[config.mk]
export PLATFORM = sky130hd
export DESIGN_NAME = approx_err_monitor
export DESIGN_NICKNAME = d
export VERILOG_FILES = /design/src/rtl/approx_stats_pkg.sv /design/src/rtl/err_sq_stage.sv /design/src/rtl/approx_err_monitor.sv
export SDC_FILE = /design/constraint.sdc
export NUM_CORES = 2
export LEC_CHECK = 0
export BUFFER_PORTS_ARGS = -buffer_cell sky130_fd_sc_hd__buf_2
export CORE_MARGIN = 2
export CORE_UTILIZATION = 62
export CTS_CLUSTER_DIAMETER = 120
export DETAILED_ROUTE_END_ITERATION = 8
export PLACE_DENSITY = 0.83
export SETUP_SLACK_MARGIN = 0.2
export SLEW_MARGIN = 10
export SYNTH_ARGS = -nofsm -noshare
export SYNTH_HDL_FRONTEND = slang
export SYNTH_SLANG_ARGS = --single-unit
[constraint.sdc]
create_clock -name Clk -period 15 [get_ports Clk]
set_clock_uncertainty 0.2 [all_clocks]
set_input_delay 1.5 -clock Clk [delete_from_list [all_inputs] [get_ports Clk]]
set_output_delay 1.5 -clock Clk [all_outputs]
set_load 0.01 [all_outputs]
[src/rtl/approx_stats_pkg.sv]
// Shared state encoding, default widths and saturating adder for the
// approximate-adder error monitor.
package approx_stats_pkg;

  localparam int DEF_W     = 32;
  localparam int DEF_SAE_W = 64;
  localparam int DEF_SSE_W = 96;
  localparam int DEF_CNT_W = 32;
  // Widest accumulator sat_add handles; also bounds the square (2W+2) so W <= 63.
  localparam int ACC_MAX_W = 128;

  typedef enum logic [1:0] {
    IDLE  = 2'd0,
    RUN   = 2'd1,
    DRAIN = 2'd2,
    DONE  = 2'd3
  } state_t;

  typedef logic [ACC_MAX_W-1:0] acc_t;
  typedef logic [ACC_MAX_W:0]   sat_t;

  // Returns {clamped, value}; value never exceeds 2^width-1.
  function automatic sat_t sat_add(input acc_t a, input acc_t b, input int unsigned width);
    sat_t sum;
    sat_t lim;
    sum = {1'b0, a} + {1'b0, b};
    lim = (sat_t'(1) << width) - sat_t'(1);
    if (sum > lim) begin
      sat_add = {1'b1, lim[ACC_MAX_W-1:0]};
    end else begin
      sat_add = {1'b0, sum[ACC_MAX_W-1:0]};
    end
  endfunction

endpackage

[src/rtl/err_sq_stage.sv]
// Error datapath: registered |exact - approx| and mismatch flag, plus the
// square of that registered magnitude for the accumulators downstream.
module err_sq_stage #(
  parameter int W = 32
) (
  input  logic           Clk,
  input  logic           Rst,
  input  logic           i_valid,
  input  logic [W-1:0]   i_approx,
  input  logic [W-1:0]   i_exact,
  output logic           o_valid,
  output logic [W:0]     o_ae,
  output logic           o_ne,
  output logic [2*W+1:0] o_sq
);

  logic [W:0] w_diff;
  logic [W:0] w_ae;
  logic       r_valid;
  logic [W:0] r_ae;
  logic       r_ne;

  // W+1 bits hold every difference of two W-bit signed values, so the
  // magnitude never wraps (worst case 2^W-1).
  assign w_diff = {i_exact[W-1], i_exact} - {i_approx[W-1], i_approx};
  assign w_ae   = w_diff[W] ? -w_diff : w_diff;

  always_ff @(posedge Clk or posedge Rst) begin
    if (Rst) begin
      r_valid <= 1'b0;
      r_ae    <= '0;
      r_ne    <= 1'b0;
    end else begin
      r_valid <= i_valid;
      if (i_valid) begin
        r_ae <= w_ae;
        r_ne <= (i_approx != i_exact);
      end
    end
  end

  assign o_valid = r_valid;
  assign o_ae    = r_ae;
  assign o_ne    = r_ne;
  assign o_sq    = {{(W+1){1'b0}}, r_ae} * {{(W+1){1'b0}}, r_ae};

endmodule

[src/rtl/approx_err_monitor.sv]
// Streaming error-statistics collector for approximate-adder characterisation.
//   state | meaning
//   IDLE  | waiting for start; last statistics still readable
//   RUN   | accepting pairs until target reached
//   DRAIN | last pair still in the pipeline
//   DONE  | statistics record presented, waiting for out_ready
module approx_err_monitor
  import approx_stats_pkg::*;
#(
  parameter int W     = DEF_W,
  parameter int SAE_W = DEF_SAE_W,
  parameter int SSE_W = DEF_SSE_W,
  parameter int CNT_W = DEF_CNT_W
) (
  input  logic             Clk,
  input  logic             Rst,
  input  logic             start,
  input  logic [CNT_W-1:0] num_samples,
  input  logic             in_valid,
  output logic             in_ready,
  input  logic [W-1:0]     approx,
  input  logic [W-1:0]     exact,
  output logic             out_valid,
  input  logic             out_ready,
  output logic             busy,
  output logic [CNT_W-1:0] sample_cnt,
  output logic [CNT_W-1:0] err_cnt,
  output logic [SAE_W-1:0] sae,
  output logic [SSE_W-1:0] sse,
  output logic [W:0]       max_ae,
  output logic             ovf
);

  state_t r_state;
  state_t w_next;

  logic [CNT_W-1:0] r_target;
  logic [CNT_W-1:0] r_accepted;
  logic [CNT_W-1:0] r_sample_cnt;
  logic [CNT_W-1:0] r_err_cnt;
  logic [SAE_W-1:0] r_sae;
  logic [SSE_W-1:0] r_sse;
  logic [W:0]       r_max_ae;
  logic             r_ovf;

  logic             w_start_acc;
  logic             w_accept;
  logic             w_last;
  logic             w_s1_valid;
  logic [W:0]       w_s1_ae;
  logic             w_s1_ne;
  logic [2*W+1:0]   w_sq;
  sat_t             w_cnt_res;
  sat_t             w_err_res;
  sat_t             w_sae_res;
  sat_t             w_sse_res;
  logic             w_clamp;
  logic             w_unused_hi;

  assign w_start_acc = (r_state == IDLE) && start;
  assign w_accept    = in_valid && in_ready;
  assign w_last      = w_accept && (r_accepted == (r_target - CNT_W'(1)));

  err_sq_stage #(.W(W)) u_err_sq (
    .Clk      (Clk),
    .Rst      (Rst),
    .i_valid  (w_accept),
    .i_approx (approx),
    .i_exact  (exact),
    .o_valid  (w_s1_valid),
    .o_ae     (w_s1_ae),
    .o_ne     (w_s1_ne),
    .o_sq     (w_sq)
  );

  assign w_cnt_res = sat_add(acc_t'(r_sample_cnt), acc_t'(1), CNT_W);
  assign w_err_res = sat_add(acc_t'(r_err_cnt), acc_t'(w_s1_ne), CNT_W);
  assign w_sae_res = sat_add(acc_t'(r_sae), acc_t'(w_s1_ae), SAE_W);
  assign w_sse_res = sat_add(acc_t'(r_sse), acc_t'(w_sq), SSE_W);
  assign w_clamp   = w_cnt_res[ACC_MAX_W] | w_err_res[ACC_MAX_W]
                   | w_sae_res[ACC_MAX_W] | w_sse_res[ACC_MAX_W];
  // Bits above each accumulator width are always zero after clamping.
  assign w_unused_hi = ^{w_cnt_res[ACC_MAX_W-1:CNT_W], w_err_res[ACC_MAX_W-1:CNT_W],
                         w_sae_res[ACC_MAX_W-1:SAE_W], w_sse_res[ACC_MAX_W-1:SSE_W]};

  always_ff @(posedge Clk or posedge Rst) begin
    if (Rst) begin
      r_state <= IDLE;
    end else begin
      r_state <= w_next;
    end
  end

  always_comb begin
    w_next = r_state;
    case (r_state)
      IDLE:    if (start) w_next = (num_samples == '0) ? DONE : RUN;
      RUN:     if (w_last) w_next = DRAIN;
      DRAIN:   if (!w_s1_valid) w_next = DONE;
      DONE:    if (out_ready) w_next = IDLE;
      default: w_next = IDLE;
    endcase
  end

  always_comb begin
    in_ready  = (r_state == RUN);
    out_valid = (r_state == DONE);
    busy      = (r_state != IDLE);
  end

  always_ff @(posedge Clk or posedge Rst) begin
    if (Rst) begin
      r_target     <= '0;
      r_accepted   <= '0;
      r_sample_cnt <= '0;
      r_err_cnt    <= '0;
      r_sae        <= '0;
      r_sse        <= '0;
      r_max_ae     <= '0;
      r_ovf        <= 1'b0;
    end else if (w_start_acc) begin
      r_target     <= num_samples;
      r_accepted   <= '0;
      r_sample_cnt <= '0;
      r_err_cnt    <= '0;
      r_sae        <= '0;
      r_sse        <= '0;
      r_max_ae     <= '0;
      r_ovf        <= 1'b0;
    end else begin
      if (w_accept) begin
        r_accepted <= r_accepted + CNT_W'(1);
      end
      if (w_s1_valid) begin
        r_sample_cnt <= w_cnt_res[CNT_W-1:0];
        r_err_cnt    <= w_err_res[CNT_W-1:0];
        r_sae        <= w_sae_res[SAE_W-1:0];
        r_sse        <= w_sse_res[SSE_W-1:0];
        if (w_s1_ae > r_max_ae) r_max_ae <= w_s1_ae;
        if (w_clamp) r_ovf <= 1'b1;
      end
    end
  end

  assign sample_cnt = r_sample_cnt;
  assign err_cnt    = r_err_cnt;
  assign sae        = r_sae;
  assign sse        = r_sse;
  assign max_ae     = r_max_ae;
  assign ovf        = r_ovf;

endmodule

* After elaboration in Yosys (flattened, before gate mapping)
Cells that the tools add are included.
** Operators by class
- $lt $le $gt $ge :: 5
- Multipliers :: 1
- Reduce and logical (&&, ||, !) cells :: 13
- $add $sub $neg :: 8
- Equality and inequality tests :: 9
- Bitwise operators :: 3
- Muxes and demuxes :: 27
** Operator list (number)
- $mux W129 :: 4
- $mux W32 :: 6
- $mux W96 :: 2
- $mux W33 :: 4
- $mux W64 :: 2
- $add A96 B66 Y97 :: 1
- $gt A97 B96 Y1 const B :: 1
- $gt A33 B32 Y1 const B :: 2
- $mul A33 B33 Y66 :: 1
- $add A64 B33 Y65 :: 1
- $gt A65 B64 Y1 const B :: 1
- $add A32 B1 Y33 :: 1
- $add A32 B1 Y33 const B :: 1
- $gt A33 B33 Y1 :: 1
- $neg A33 Y33 :: 1
- $sub A32 B32 Y33 :: 1
- $add A32 B1 Y32 const B :: 1
- $eq A32 B32 Y1 :: 1
- $logic_not A32 Y1 :: 1
- $ne A32 B32 Y1 :: 1
- $sub A32 B1 Y32 const B :: 1
- $mux W2 :: 5
- $reduce_bool A2 Y1 :: 5
- $pmux W2 S4 :: 1
- 10 further kinds :: 20
** Word-level totals
- Bits of input ports :: 101
- Word-level logic and storage cells :: 78
- Register bits after elaboration :: 359

* Longest topological paths before layout
- Depth in word-level cells :: 9
- Mapped depth :: 35
- Mapped depth without buffers :: 30

* Cells and area by module
Synthesis repeated with hierarchy kept, for this count alone.
** Second synthesis, totals
- Cells, all modules :: 6827
- Area, all modules :: 58812.7 µm²
** By module, submodules not included
- err_sq_stage :: area each 35592.9 µm², cells each 4001, times used 1
- approx_err_monitor :: area each 23219.8 µm², cells each 2826, times used 1

* Least setup slack after synthesis
OpenSTA, ideal clock, no wires.
- Kind :: register -> register
- Start :: register u_err_sq.r_ae[6], in the netlist u_err_sq.o_ae[6]
- End :: register r_sse[45], in the netlist sse[45]
- Cell stages (with the launch flop) :: 33
- Clock period less this slack :: 8.437 ns
- Arrival :: 8.096 ns
- Data required time :: 14.659 ns
- Slack :: 6.563 ns
- Cells stage by stage :: dfrtp_1 > clkbuf_1 > clkbuf_1 > nand2_1 > fa_1 > inv_1 > fa_1 > fa_1 > inv_1 > fa_1 > inv_1 > fa_1 > inv_1 > fa_1 > inv_1 > fa_1 > inv_1 > fa_1 > inv_1 > ha_1 > clkbuf_1 > a21oi_1 > o211ai_1 > a21oi_1 > o211ai_1 > o2111ai_1 > o221ai_1 > nor2_1 > or3_1 > clkbuf_1 > clkbuf_1 > clkbuf_1 > a31oi_1
** Between the ends
- Cells in the longest elaborated chain, start to end :: 6
** RTL lines
- from (decl) :: RTL line err_sq_stage.sv:20 : logic [W:0] r_ae;
- from (signal assigned) :: RTL line err_sq_stage.sv:36 : r_ae <= w_ae;
- $mul A33 B33 Y66 (*) :: RTL line err_sq_stage.sv:45 : assign o_sq = {{(W+1){1'b0}}, r_ae} * {{(W+1){1'b0}}, r_ae};
- $add A96 B66 Y97 (*) :: RTL line approx_stats_pkg.sv:26 : sum = {1'b0, a} + {1'b0, b};
- $gt A97 B96 Y1 :: RTL line approx_stats_pkg.sv:28 : if (sum > lim) begin
- $mux W129 (*) :: RTL line approx_stats_pkg.sv:28
- $mux W96 (*) :: RTL line approx_err_monitor.sv:134 : if (w_s1_valid) begin
- $mux W96 (*) :: RTL line approx_err_monitor.sv:121 : end else if (w_start_acc) begin
- to (signal assigned) :: RTL line approx_err_monitor.sv:138 : r_sse <= w_sse_res[SSE_W-1:0];
- to (decl) :: RTL line approx_err_monitor.sv:42 : logic [SSE_W-1:0] r_sse;
Mark *: on every way between the ends. The rest lies on a longest branch, timed or not. The select of a mux whose other input is x is not followed.
A chain may end at the register's enable or synchronous reset.

* Worst setup path in the final report
- Start :: register u_err_sq.r_ae[12], in the netlist u_err_sq.o_ae[12]
- End :: register r_sse[94], in the netlist sse[94]
Same word-level chain as after synthesis.

==> results_dict.tcl <==
set metrics [dict create \
    initial_antenna_violation_count 3 \
    top_cells_by_count_synth "inv_1, fa_1, nand2_1, ha_1, dfrtp_1" \
    cts_max_path_buffers 3 \
    worst_path_largest_cell_delay_ps 840 \
    tritoncts_clock_tree "done" \
    synthesis.nets 7829 \
    cpMaxStageDelayCell "dfrtp_1" \
    preCtsSetupSlack_ps 4400 \
    worst-path-buf-inv 7 \
    start_kind "flop" \
    cts-root-buf "clkbuf_16" \
    period_needed_ps 10860 \
    timing.final.setup_violations 0 \
    end_kind "flop" \
    number_of_global_route_vias_before_repair 48600 \
    worst_setup_hold_path_clk_slew_ps 70 \
    post_synth_inst_count 6396 \
    place.port_buffers 361 \
    drv_cap 0 \
    outcome "finished clean" \
    remaining_drc_errors 0 \
    drt_pass1_iterations 6 \
    hold_path_class "reg -> reg" \
    die_height_um 305 \
    num-fill-cells 7165 \
    worst_path_dominant_cell_family "adder cells" \
    worst-path-max-fanout 30 \
    worst_ep_arrival_time_ps 11110 \
    netlist.area_leader.share_pct 33.6 \
    flops_latches_synth 359 \
    fin_nets 8006 \
    clkLatencyLatePin_ps 630 \
    worst_slack_ps 4140 \
    slew-limit-headroom_pct 25.1 \
    timing.critical_path.required_ps 15250 \
    wl_per_cell_um 21.7 \
    grt_setup_unrepaired "no" \
    yosysWarnings 0 \
    ys_async_sr_fraction_pct 100 \
    die_width_um 305 \
    grt_start_max_net_pins 110 \
    drt-initial-drc-count 4068 \
    slew_viol_final 0 \
    starting_density_pct 62.6 \
    dpl.hpwl_mm 131 \
    wl_mm 169 \
    grt_first_pass_wirelength_mm 266 \
    syn_area_um2 56300 \
    synth_largest_area_cell "fa_1" \
    totalNegativeSetupSlack_ps 0 \
    grt_util_overall_pct 36.8 \
    die_area_um2 93300 \
    synth_sequential_area_ratio_pct 15.9 \
    register_area_um2 8990 \
    area.growth.synth_to_final_pct 7.67 \
    num_vias 46500 \
    timing.final.hold_violations 0 \
    rows 110 \
    critPathMostFrequentCell "fa_1" \
    final_layout_size_suffix_gt1_share_pct 8.42 \
    most_used_standard_cell_by_instance_count_after_synthesis "inv_1" \
    post_drt_via_cell_ratio 5.98 \
    achievable-frequency_ghz 0.0921 \
    h-tree-depth 2 \
    postCtsSetupRepairBufs 0 \
    cts.sink_count 359 \
    dominantRegCellSynth "dfrtp_1" \
    place.gp.congestion 1.01 \
    top_level_ports 362 \
    cts_resized 0 \
    yosys_cell_types 90 \
    area_occupied_by_multi_input_gates_um2 40900 \
    path_class "reg -> reg" \
    synth.area.top_cells "fa_1, dfrtp_1, inv_1" \
    worst_margin_pin_slew_ps 1120 \
    holdBufCountCts 0 \
    core_region_area_um2 90000 \
    cts-buffers-inserted 45 \
    grt_overflow_total 0 \
    final.period_utilization_pct 72.4 \
    synth-edff-count 0 \
    postRouteAntennaNets 0 \
    syn_area_per_cell_um2 8.81 \
]
-- cell type report --
| cell class | instances | area share [%] |
|---|---|---|
| multi-input combinational | 4296 | 67.3 |
| sequential | 359 | 14.8 |
| inverter | 1455 | 9.01 |
| timing repair buffer | 416 | 3.66 |
| tap | 1176 | 2.43 |
| clock buffer | 55 | 2.05 |
| clock inverter | 26 | 0.693 |
| antenna | 1 | 0.00412 |
-- cell usage in the layout, fill, tap and decap left out, types with 8 or more instances in the layout --
cell type	synthesis	layout
o21bai_1	27	27
nand3b_1	8	8
o211a_1	12	12
ha_1	385	385
nand2b_1	10	10
clkbuf_16	0	45
buf_4	0	55
and3_1	54	54
o21a_1	34	34
a211oi_1	40	39
bufinv_16	0	9
nand2_1	615	613
a221oi_1	19	19
nand4_1	76	76
inv_1	1445	1444
mux2i_1	27	27
o21ai_0	217	217
and2_1	234	233
and4_1	17	17
nor3_1	73	73
a21o_1	99	99
o211ai_1	15	15
o21ai_1	42	42
or3_1	23	22
nand3_1	127	127
nor2b_1	29	29
clkbuf_8	0	8
or2_2	12	12
a31oi_1	105	104
xnor2_1	115	115
dfrtp_1	359	358
a311oi_1	47	47
a41oi_1	17	16
nor4_1	25	25
nor2_1	302	301
buf_2	9	361
fa_1	947	947
a21oi_1	277	277
o31ai_1	30	30
xor2_1	118	118
-- metal layers --
metal	vias to the layer above	global-route usage [%]	wire (µm)
met3	607	10.2	18600
met5	-	0	12
met2	2443	58.5	77400
li1	20600	-	-
met4	2	19.1	11100
met1	22900	46.1	61800
-- registers in the layout (all words and copies together) (netlist names) --
signal,count
sse,96
max_ae,33
u_err_sq.o_valid,1
sample_cnt,32
u_err_sq.o_ae,33
sae,64
r_state,2
ovf,1
r_target,32
u_err_sq.o_ne,1
err_cnt,32
r_accepted,32
-- path summary, 6_finish.rpt --
check	cells after the start	to	slack [ps]	from
max	28	sse[94]	4140	u_err_sq.o_ae[12]
min	2	u_err_sq.o_ae[5]	280	u_err_sq.o_ae[5]
max reg2reg	28	sse[94]	4140	u_err_sq.o_ae[12]
min reg2reg	2	u_err_sq.o_ae[5]	280	u_err_sq.o_ae[5]
max in group asynchronous	4	max_ae[14]	11480	Rst
min in group asynchronous	2	sample_cnt[10]	800	Rst
-- per-stage QoR --
step,utilization [%],instance area [µm²],std cells,hold WS (ps)
finish,67.4,60700,7784,282
global route,67.4,60700,7783,307
CTS,67.4,60700,7783,285
detailed placement,65.5,59000,7702,272
global placement,65.5,59000,7702,263
floorplan,-,56300,6396,265
-- cells by family (layout without fill, tap and decap cells) --
kind of cell | Yosys count | in the layout | synth area share, %
XOR/XNOR | 233 | 233 | 3.62
other | 0 | 1 | 0
flip-flops | 359 | 359 | 15.9
buffers and inverters | 1741 | 1952 | 11.6
adder cells (fa/ha/maj) | 1332 | 1332 | 42.2
multiplexers | 31 | 31 | 0.566
AO/OA/AOI/OAI | 1051 | 1051 | 11.9
AND/OR/NAND/NOR | 1649 | 1649 | 14.2
-- tightest hold or removal path, cell delays in order (launching register included) --
cell     delay [ps]
dfrtp_1         340
nand2_1          50
o21ai_0          60
Power is not shown: default switching activity piles up to over one toggle a cycle in this logic, so the estimate is an artifact.
